$ cat src/rtl/pong_pkg.sv
// Shared constants, debouncer state encoding and the preset value function
// for the pong speed logic.
package pong_pkg;

   localparam int CLK_HZ           = 50_000_000;
   localparam int DEFAULT_BASE_VAL = 156_250;
   localparam int DEFAULT_STEP_VAL = 100_000;

   typedef enum logic [1:0] {
      RELEASED     = 2'd0,
      PRESS_WAIT   = 2'd1,
      PRESSED      = 2'd2,
      RELEASE_WAIT = 2'd3
   } deb_state_t;

   // Terminal count for preset i. It is evaluated in 64-bit signed arithmetic,
   // which covers any CNT_W up to 61. The result is floored at min_val and
   // saturated at 2^cnt_w-1. Callers truncate the result to CNT_W.
   function automatic logic [63:0] preset_value(
      input longint i,
      input longint base,
      input longint step,
      input longint def_idx,
      input longint min_val,
      input longint cnt_w
   );
      longint v;
      longint max_v;
      v     = base + (def_idx - i) * step;
      max_v = (longint'(1) <<< cnt_w) - 1;
      if (v < min_val)
         v = min_val;
      else if (v > max_v)
         v = max_v;
      return 64'(v);
   endfunction

endpackage

$ cat src/rtl/speed_select_if.sv
// Button and speed bus between the board inputs, the selector and the ball divider.
interface speed_select_if #(
   parameter int NUM_PRESETS = 3,
   parameter int CNT_W       = 32
);
   localparam int PRESET_W = $clog2(NUM_PRESETS);

   logic [NUM_PRESETS-1:0] button_n;
   logic                   hit_pulse;
   logic                   round_reset;
   logic [CNT_W-1:0]       counter_val;
   logic [PRESET_W-1:0]    preset_idx;
   logic                   change_pulse;

   modport master (
      output button_n, hit_pulse, round_reset,
      input  counter_val, preset_idx, change_pulse
   );

   modport slave (
      input  button_n, hit_pulse, round_reset,
      output counter_val, preset_idx, change_pulse
   );
endinterface

$ cat src/rtl/speed_select_debounce.sv
// Per-button 2-flop synchroniser followed by a debounce FSM. It emits a
// single press event once the low level has been stable for
// DEBOUNCE_CYCLES cycles. It also exposes the debounced pressed level.
module button_debounce
   import pong_pkg::*;
#(
   parameter int DEBOUNCE_CYCLES = 500_000
) (
   input  logic clk,
   input  logic rst_n,
   input  logic button_n,
   output logic press,
   output logic level
);
   localparam int CW = (DEBOUNCE_CYCLES > 1) ? $clog2(DEBOUNCE_CYCLES) : 1;
   localparam logic [CW-1:0] LAST = CW'(DEBOUNCE_CYCLES - 1);

   logic [1:0]  sync_reg;
   logic        sync_n;
   deb_state_t  state;
   logic [CW-1:0] cnt;

   // Bring the raw asynchronous button into the clk domain. The flops reset to released.
   always_ff @(posedge clk or negedge rst_n) begin
      if (!rst_n)
         sync_reg <= 2'b11;
      else
         sync_reg <= {sync_reg[0], button_n};
   end

   assign sync_n = sync_reg[1];

   // Debounce FSM. The counter tracks consecutive stable cycles in the wait states.
   always_ff @(posedge clk or negedge rst_n) begin
      if (!rst_n) begin
         state <= RELEASED;
         cnt   <= '0;
      end else begin
         case (state)
            RELEASED: begin
               if (!sync_n) begin
                  state <= PRESS_WAIT;
                  cnt   <= '0;
               end
            end
            PRESS_WAIT: begin
               if (sync_n)
                  state <= RELEASED;
               else if (cnt == LAST)
                  state <= PRESSED;
               else
                  cnt <= cnt + 1'b1;
            end
            PRESSED: begin
               if (sync_n) begin
                  state <= RELEASE_WAIT;
                  cnt   <= '0;
               end
            end
            default: begin
               if (!sync_n)
                  state <= PRESSED;
               else if (cnt == LAST)
                  state <= RELEASED;
               else
                  cnt <= cnt + 1'b1;
            end
         endcase
      end
   end

   // The press event is decoded from registered state only. The selector
   // registers it, which keeps the latency at sync + DEBOUNCE_CYCLES + 1.
   assign press = (state == PRESS_WAIT) && !sync_n && (cnt == LAST);
   assign level = (state == PRESSED) || (state == RELEASE_WAIT);

endmodule

$ cat src/rtl/speed_select.sv
// Game-speed selector. It turns debounced active-low speed buttons into a
// registered terminal count for the ball clock divider.
// Optional build macro SPEED_RAMP_EN: each paddle hit speeds the ball up,
// and round_reset restores the selected preset.
module speed_select
   import pong_pkg::*;
#(
   parameter int NUM_PRESETS     = 3,
   parameter int CNT_W           = 32,
   parameter int BASE_VAL        = DEFAULT_BASE_VAL,
   parameter int STEP_VAL        = DEFAULT_STEP_VAL,
   parameter int DEFAULT_IDX     = 1,
   parameter int MIN_VAL         = 20_000,
   parameter int DEBOUNCE_CYCLES = 500_000,
   parameter int RAMP_STEP       = 2_000
) (
   input logic          clk,
   input logic          rst_n,
   speed_select_if.slave bus
);
   localparam int PRESET_W = $clog2(NUM_PRESETS);
   localparam logic [CNT_W-1:0] RESET_VAL = CNT_W'(preset_value(
      longint'(DEFAULT_IDX), longint'(BASE_VAL), longint'(STEP_VAL),
      longint'(DEFAULT_IDX), longint'(MIN_VAL), longint'(CNT_W)));

   logic [NUM_PRESETS-1:0] press;
   logic [NUM_PRESETS-1:0] level_unused;
   logic [CNT_W-1:0]       preset_tbl [NUM_PRESETS];

   logic                   any_press;
   logic [PRESET_W-1:0]    sel_idx;
   logic [PRESET_W-1:0]    preset_idx_reg, preset_idx_next;
   logic [CNT_W-1:0]       counter_val_reg, counter_val_next;
   logic                   change_pulse_reg;

   // One debouncer and one constant preset value for each button.
   generate
      for (genvar gi = 0; gi < NUM_PRESETS; gi++) begin : g_btn
         button_debounce #(.DEBOUNCE_CYCLES(DEBOUNCE_CYCLES)) u_deb (
            .clk      (clk),
            .rst_n    (rst_n),
            .button_n (bus.button_n[gi]),
            .press    (press[gi]),
            .level    (level_unused[gi])
         );
         assign preset_tbl[gi] = CNT_W'(preset_value(
            longint'(gi), longint'(BASE_VAL), longint'(STEP_VAL),
            longint'(DEFAULT_IDX), longint'(MIN_VAL), longint'(CNT_W)));
      end
   endgenerate

   // Fastest wins: the highest-index button with an event this cycle is selected.
   always_comb begin
      any_press = 1'b0;
      sel_idx   = '0;
      for (int i = 0; i < NUM_PRESETS; i++) begin
         if (press[i]) begin
            any_press = 1'b1;
            sel_idx   = PRESET_W'(i);
         end
      end
   end

`ifdef SPEED_RAMP_EN
   localparam logic [CNT_W:0]   MIN_PLUS_RAMP = (CNT_W+1)'(MIN_VAL) + (CNT_W+1)'(RAMP_STEP);
   localparam logic [CNT_W-1:0] MIN_C         = CNT_W'(MIN_VAL);
   localparam logic [CNT_W-1:0] RAMP_C        = CNT_W'(RAMP_STEP);

   // Next selection and count. A press beats round_reset, and round_reset beats hit_pulse.
   always_comb begin
      preset_idx_next  = preset_idx_reg;
      counter_val_next = counter_val_reg;
      if (any_press) begin
         preset_idx_next  = sel_idx;
         counter_val_next = preset_tbl[sel_idx];
      end else if (bus.round_reset) begin
         counter_val_next = preset_tbl[preset_idx_reg];
      end else if (bus.hit_pulse) begin
         if ({1'b0, counter_val_reg} < MIN_PLUS_RAMP)
            counter_val_next = MIN_C;
         else
            counter_val_next = counter_val_reg - RAMP_C;
      end
   end
`else
   logic ramp_unused;
   assign ramp_unused = bus.hit_pulse | bus.round_reset;

   // Next selection and count. Only press events move the speed.
   always_comb begin
      preset_idx_next  = preset_idx_reg;
      counter_val_next = counter_val_reg;
      if (any_press) begin
         preset_idx_next  = sel_idx;
         counter_val_next = preset_tbl[sel_idx];
      end
   end
`endif

   // Register the selection. The pulse fires only when the count really changes.
   always_ff @(posedge clk or negedge rst_n) begin
      if (!rst_n) begin
         preset_idx_reg   <= PRESET_W'(DEFAULT_IDX);
         counter_val_reg  <= RESET_VAL;
         change_pulse_reg <= 1'b0;
      end else begin
         preset_idx_reg   <= preset_idx_next;
         counter_val_reg  <= counter_val_next;
         change_pulse_reg <= (counter_val_next != counter_val_reg);
      end
   end

   assign bus.counter_val  = counter_val_reg;
   assign bus.preset_idx   = preset_idx_reg;
   assign bus.change_pulse = change_pulse_reg;

endmodule

$ cat src/flat_wrapper.sv
// flat-port wrapper written by rule: the top's interface ports become plain ports
module speed_select_flat import pong_pkg::*;
#(
   parameter int NUM_PRESETS     = 3,
   parameter int CNT_W           = 32,
   parameter int BASE_VAL        = DEFAULT_BASE_VAL,
   parameter int STEP_VAL        = DEFAULT_STEP_VAL,
   parameter int DEFAULT_IDX     = 1,
   parameter int MIN_VAL         = 20_000,
   parameter int DEBOUNCE_CYCLES = 500_000,
   parameter int RAMP_STEP       = 2_000
)
  (clk, rst_n, bus_button_n, bus_hit_pulse, bus_round_reset, bus_counter_val, bus_preset_idx, bus_change_pulse);
  speed_select_if #(.NUM_PRESETS(NUM_PRESETS), .CNT_W(CNT_W)) bus_i ();
  input logic clk;
  input logic rst_n;
  input wire logic [$bits(bus_i.button_n)-1:0] bus_button_n;
  input wire logic [$bits(bus_i.hit_pulse)-1:0] bus_hit_pulse;
  input wire logic [$bits(bus_i.round_reset)-1:0] bus_round_reset;
  output wire logic [$bits(bus_i.counter_val)-1:0] bus_counter_val;
  output wire logic [$bits(bus_i.preset_idx)-1:0] bus_preset_idx;
  output wire logic [$bits(bus_i.change_pulse)-1:0] bus_change_pulse;
  assign bus_i.button_n = bus_button_n;
  assign bus_i.hit_pulse = bus_hit_pulse;
  assign bus_i.round_reset = bus_round_reset;
  assign bus_counter_val = bus_i.counter_val;
  assign bus_preset_idx = bus_i.preset_idx;
  assign bus_change_pulse = bus_i.change_pulse;
  speed_select #(.NUM_PRESETS(NUM_PRESETS), .CNT_W(CNT_W), .BASE_VAL(BASE_VAL), .STEP_VAL(STEP_VAL), .DEFAULT_IDX(DEFAULT_IDX), .MIN_VAL(MIN_VAL), .DEBOUNCE_CYCLES(DEBOUNCE_CYCLES), .RAMP_STEP(RAMP_STEP)) u_core (.clk(clk), .rst_n(rst_n), .bus(bus_i));
endmodule
$ cat config.mk
export PLATFORM = sky130hd
export DESIGN_NAME = speed_select_flat
export DESIGN_NICKNAME = d
export VERILOG_FILES = /design/src/rtl/pong_pkg.sv /design/src/rtl/speed_select_if.sv /design/src/rtl/speed_select_debounce.sv /design/src/rtl/speed_select.sv /design/src/flat_wrapper.sv
export SDC_FILE = /design/constraint.sdc
export NUM_CORES = 1
export LEC_CHECK = 0
export CAP_MARGIN = 20
export CORE_UTILIZATION = 50
export CTS_CLUSTER_DIAMETER = 30
export DETAILED_ROUTE_END_ITERATION = 12
export DONT_BUFFER_PORTS = 1
export PLACE_DENSITY = 0.67
export SLEW_MARGIN = 30
export SYNTH_ARGS = -nofsm -noshare
export SYNTH_HDL_FRONTEND = slang
export SYNTH_SLANG_ARGS = --single-unit
export TNS_END_PERCENT = 100
$ cat constraint.sdc
create_clock -name clk -period 7.23 [get_ports clk]
set_input_delay 1.446 -clock clk [delete_from_list [all_inputs] [get_ports clk]]
set_output_delay 1.446 -clock clk [all_outputs]
set_load 0.01 [all_outputs]
# [After elaboration in Yosys (flattened, before gate mapping)]
# Cells that the tools add are included.
[word_totals] reg_bits=104 in_bits=7 output_inout_bits=35 wordCells=111
[op_classes] add_sub_neg=3 n_lt_le_gt_ge=1 eq_ne=25 n_mux=48 bitwise_logic=1 n_reduce_logical=21
[op_table] op="two-way mux 19 bit" n=15
[op_table] op="one-hot mux 19 bit (3 select lines)" n=3
[op_table] op="two-way mux 32 bit" n=3
[op_table] op="binary-select mux 32 bit (select 2 bit)" n=1
[op_table] op="adder 19 x 1 -> 19 bit (second input constant)" n=3
[op_table] op="equality test 19 bit (second input constant)" n=3
[op_table] op="two-way mux 2 bit" n=19
[op_table] op="!= test 32 bit" n=1
[op_table] op="AND reduction 4 bit" n=6
[op_table] op="!= test 2 bit (second input constant)" n=9
[op_table] op="one-hot mux 2 bit (3 select lines)" n=3
[op_table] op="!= test 4 x 1 -> 1 bit (second input constant)" n=3
[op_table] op="!= test 3 bit (second input constant)" n=3
[op_table] op="nonzero test 3 bit" n=3
[op_table] op="equality test 2 x 1 -> 1 bit (second input constant)" n=3
[op_table] op="equality test 2 bit (second input constant)" n=3
[op_table] op="logical AND 1 bit" n=6
[op_table] op="logical NOT 2 bit" n=3
[op_table] op="two-way mux 1 bit" n=4
[op_table] op="greater-or-equal comparator 3 bit (second input constant)" n=1
[op_table] op="logical NOT 1 bit" n=3
[op_table] op="NOT 2 -> 3 bit" n=1

# [Longest topological paths before layout]
[depth] word_depth=11 depth_mapped=10 ltp_nobuf=8

# [Hierarchy]
# Synthesis repeated with hierarchy kept, for this count alone.
[hier_totals] cells_unflattened=559 area_unflattened_um2=5567.8
[by_module_without_submodules] module="button_debounce (u_core.g_btn[0].u_deb ...)" n_inst=2 cells_per_inst=153 area_each_um2=1410.1 seq_area_each_um2=578.1
[by_module_without_submodules] module="button_debounce (u_core.g_btn[2].u_deb)" n_inst=1 cells_per_inst=146 area_each_um2=1393.8 seq_area_each_um2=578.1
[by_module_without_submodules] module="speed_select" n_inst=1 cells_per_inst=107 area_each_um2=1353.8 seq_area_each_um2=887.1

# [Worst setup path after synthesis]
# OpenSTA, ideal clock, no wires.
[synth_path] kind="reg-to-reg" startpoint="register u_core.g_btn[0].u_deb.cnt[7]" endpoint="register u_core.change_pulse_reg (netlist: u_core.bus.change_pulse)" setup_time_ns=0.087 arrival_time_ns=2.253 required_time_ns=7.143 slack_ns=4.890 stages_incl_launch_ff=6 path_buffers=0 period_less_slack_ns=2.340 cell_sequence="dfrtp_1 -> or4b_1 -> or4_4 -> or4b_1 -> a21o_1 -> o2111ai_2"
[synth_via] elab_chain_cells=7
[synth_lines] element="start, declared" line="speed_select_debounce.sv:21" source="logic [CW-1:0] cnt;"
[synth_lines] element="start signal, assigned" line="speed_select_debounce.sv:52" source="cnt <= cnt + 1'b1;"
[synth_lines] element="start signal, assigned" line="speed_select_debounce.sv:66" source="cnt <= cnt + 1'b1;"
[synth_lines] element="equality test 19 bit" line="speed_select_debounce.sv:74" source="assign press = (state == PRESS_WAIT) && !sync_n && (cnt == LAST);"
[synth_lines] element="logical AND 1 bit" line="speed_select_debounce.sv:74"
[synth_lines] element="two-way mux 1 bit (3 in series)" line="speed_select.sv:57" source="if (press[i]) begin"
[synth_lines] element="two-way mux 32 bit" line="speed_select.sv:93" source="if (any_press) begin"
[synth_lines] element="!= test 32 bit" line="speed_select.sv:109" source="change_pulse_reg <= (counter_val_next != counter_val_reg);"
[synth_lines] element="end signal, assigned" line="speed_select.sv:109"
[synth_lines] element="end, declared" line="speed_select.sv:34" source="logic change_pulse_reg;"
# No other way between the ends.
# A chain may end at the register's enable or synchronous reset.

# [Worst setup path after layout]
[layout_path] startpoint="register u_core.g_btn[1].u_deb.cnt[11]" endpoint="register u_core.g_btn[1].u_deb.cnt[13]"
[layout_via] elab_chain_cells=4 word_cells_on_any_way=6 cone_classes="add/sub: 1; eq/ne: 1; mux: 4"
[layout_lines] element="start, declared" line="speed_select_debounce.sv:21"
[layout_lines] element="start signal, assigned" line="speed_select_debounce.sv:52"
[layout_lines] element="start signal, assigned" line="speed_select_debounce.sv:66"
[layout_lines] element="adder 19 x 1 -> 19 bit / equality test 19 bit (equally long branches)"
[layout_lines] element="two-way mux 19 bit (*)" line="speed_select_debounce.sv:49, speed_select_debounce.sv:63"
[layout_lines] element="two-way mux 19 bit (on tied branches)" line="speed_select_debounce.sv:61, speed_select_debounce.sv:47"
[layout_lines] element="one-hot mux 19 bit (3 select lines) (*)" line="speed_select_debounce.sv:39" source="case (state)"
# Every way passes the cells marked *; elsewhere a longest branch is shown, timed or not. The select of a mux whose other input is x is not followed.

==> out/results.ini <==
[status]
status=finished clean

[final_layout]
synthToLayoutAreaGrowth_pct=6.760
fillerInstances=903
largest_register_ffs=57
drive_gt1_frac=0.1016
final_area_sq_um=5434
antenna_cells=0
fin_nets=526
multi_input_area_sq_um=2351
regArea_sq_um=2621
fin_cells=645

[detailed_routing]
drc=0
wirelength_mm=9.542
firstDrtPassIters=4
postRouteAntennaNets=0
drt_iter0_drc=120
via_count=3611
via_per_inst=5.598
wl_per_cell_um=14.79

[timing]
setup_tns_ns=0
rsz0062_at_grt=false
final-hold-violation-count=0
fin_crit_sh=0.3558
max_freq_ghz=0.3887
tightest_slew_ns=0.8825
setup_viol=0
worst_slack_ns=4.657
period_needed_ns=2.573
drv_slew=0
final.setup_skew_ns=0.01493
slew-limit-headroom=0.4063

[yosys]
synthArstFlopShare=1.000
synth_fp_nets=528
synth_seq_cells=104
synth_top_area_cell=dfrtp_1
syn_area_sq_um=5090
yosys.area.top_type_share=0.4376
synth_area_leaders=dfrtp_1, dfstp_2, nor2_1, xor2_1, xnor2_1
synth_top_flop_cell=dfrtp_1
synth-edff-count=0
ys_seq_area_frac=0.5150
synth_cell_types=50
avgSynthCellArea_sq_um=10.00
yosysWarnings=0
netlist_instances=509

[clock_tree]
root_buffer=clkbuf_8
cts_hold_buf=0
cts_max_level=3
post-cts-setup-buffers=0
numCtsBuffers=9
post_cts_resized=0
path_clk_slew_ns=0.11
clock_latency_ns=0.37
cts_tree=built
cts.sinks=104
cts.path.max_buffers=2

[setup_path]
crit_path_cell_trace=or4b_1 > nor4b_2 > a31oi_1 > o21ai_0 > xor2_1 > nor2_1
crit_path_end_kind=register
path_buf_inv=0
critical_path.slowest_cell=or4b_1
r2r_setup_slack_ns=4.66
worstPathArrival_ns=2.83
cp-start-kind=register
cpPeakStageDelay_ns=0.55
cp-startpoint=u_core.g_btn[1].u_deb.cnt[11]$_DFFE_PN0P_
rr_startpoint=u_core.g_btn[1].u_deb.cnt[11]$_DFFE_PN0P_
reg2regPathDepth=6
critPathKind=reg -> reg
cp_max_fo=7
r2r-end=u_core.g_btn[1].u_deb.cnt[13]$_DFFE_PN0P_
cp_top_family=simple AND/OR/NAND/NOR gates
required_ns=7.49

[placed_design]
placed_area_sq_um=5244
port_buffers=0
post-dp-hpwl_mm=6.458
pre_cts_ws_ns=4.675
dp.cells=629
gp_congestion=0.7988

[worst_hold_path]
hold_path.class=reg -> reg
hp-start=u_core.g_btn[1].u_deb.sync_reg[0]$_DFF_PN1_
min_to=u_core.g_btn[1].u_deb.sync_reg[1]$_DFF_PN1_
min_path_cells=0

[power_and_ir_drop]
power.leakage_nw=2.429
seqPwrFrac=0.483
combPwrFrac=0.261
peakVddDrop_uv=127.3
p_sw_frac=0.3528
pwr-share-clk=0.256
internal_power_mw=0.8859
p_sw_mw=0.4829
power_density_nw_per_um2=251.9

[floorplan]
fp.dieW_um=102.9
core_sq_um=9819
fp.dieH_um=102.9
die_area_sq_um=10590
core.rowCount=36
initial_core_util=0.5183
io_pins=42

[global_routing]
grt-ovfl-total=0
first_global_vias=3388
antenna_found_initial=0
grt_max_degree=105
track_usage=0.1901
grt_pass1_wl_mm=15.70

[run]
drv_cap=0

## power by group through the flow
stage,sequential [mW],combinational (mW),clock (mW)
4_1_cts,0.661,0.356,0.362
2_1_floorplan,0.663,0.282,0
3_3_place_gp,0.669,0.341,0
5_1_grt,0.668,0.402,0.384
6_report,0.661,0.357,0.350
3_5_place_dp,0.671,0.354,0
## layout make-up
cell class | instances | share of cell area
inverter | 20 | 0.01382
timing repair buffer | 4 | 0.005526
tap | 133 | 0.03062
multi-input combinational | 368 | 0.4326
clock inverter | 6 | 0.01151
clock buffer | 10 | 0.02349
sequential | 104 | 0.4824
## layer usage
layer  share of wire  track usage
met1            0.47       0.2549
met2            0.48       0.3062
met3           0.039      0.04542
met4           0.012      0.05959
met5               0            0
## through the flow
step,utilization,power (mW),hold slack [ns]
finish,0.5534,1.369,0.3615
global route,0.5534,1.454,0.3645
CTS,0.5534,1.379,0.3618
detailed placement,0.5340,1.025,0.3478
global placement,0.5334,1.011,0.3457
floorplan,-,0.9449,0.3452
## cells in the mapped netlist (2+ instances only)
cell type and instances:
a2111oi_0 2, a211oi_1 5, a21o_1 5, a21oi_1 15
a22oi_1 2, a31o_2 3, a31oi_1 4, and2_1 20
and3_1 12, and4_1 6, buf_2 5, clkbuf_1 12
dfrtp_1 89, dfstp_2 15, ha_1 12, inv_1 20
mux2_2 2, mux2i_1 2, nand2_1 32, nand2b_1 7
nand3_1 23, nand4_1 18, nor2_1 75, nor2b_1 3
nor3_1 9, nor4_1 11, nor4b_1 3, o21a_1 4
o21ai_0 15, o22ai_1 2, o31ai_1 2, o32ai_1 3
or2_2 2, or3_1 2, or4b_1 4, xnor2_1 21
xor2_1 29
## worst reg2reg max path, cell delays in order, from the launching register on
cell and delay, ns:
dfrtp_1 0.43, or4b_1 0.55, nor4b_2 0.53, a31oi_1 0.41
o21ai_0 0.32, xor2_1 0.17, nor2_1 0.05
## placed cells by master, fill, tap and decap left out, drive strengths merged, types with 3 or more instances in the layout
master  netlist  final
and3         13     13
dfrtp        89     89
nor2         75     75
a31oi         4      4
nor4b         4      4
ha           12     12
nand2        32     32
nor3         10     10
nand3        23     23
nand2b        7      7
inv          20     23
xnor2        21     21
nand4        18     18
a21oi        15     15
a211oi        5      5
clkinv        0      3
o32ai         3      3
clkbuf       12     10
nor4         11     11
a31o          3      3
o21a          4      4
dfstp        15     15
and2         20     20
o21ai        15     15
a21o          5      5
nor2b         3      3
buf           5      4
or4b          4      4
xor2         29     29
and4          6      6
## kinds of logic (layout without fill, tap and decap cells)
family | after synthesis | count (layout) | synth area share
compound gates | 68 | 68 | 0.09046
xor+xnor | 50 | 50 | 0.08604
fa+ha+maj | 12 | 12 | 0.02950
buf+inv | 37 | 40 | 0.02851
flops | 104 | 104 | 0.5150
mux | 4 | 4 | 0.008358
simple gates | 234 | 234 | 0.2421
## worst max path at each step
| stage | endpoint | slack [ns] | cells after the start |
|---|---|---|---|
| 5_1_grt | u_core.g_btn[1].u_deb.cnt[13]$_DFFE_PN0P_ | 4.47 | 6 |
| 2_1_floorplan | u_core.bus.change_pulse$_DFF_PN0_ | 4.89 | 5 |
| 3_3_place_gp | u_core.g_btn[0].u_deb.cnt[17]$_DFFE_PN0P_ | 4.62 | 8 |
| 3_5_place_dp | u_core.bus.counter_val[8]$_DFF_PN0_ | 4.68 | 6 |
| 6_report | u_core.g_btn[1].u_deb.cnt[13]$_DFFE_PN0P_ | 4.66 | 6 |
| 4_1_cts | u_core.bus.counter_val[8]$_DFF_PN0_ | 4.65 | 6 |
Note: power is estimated with default switching activity, not from simulation.
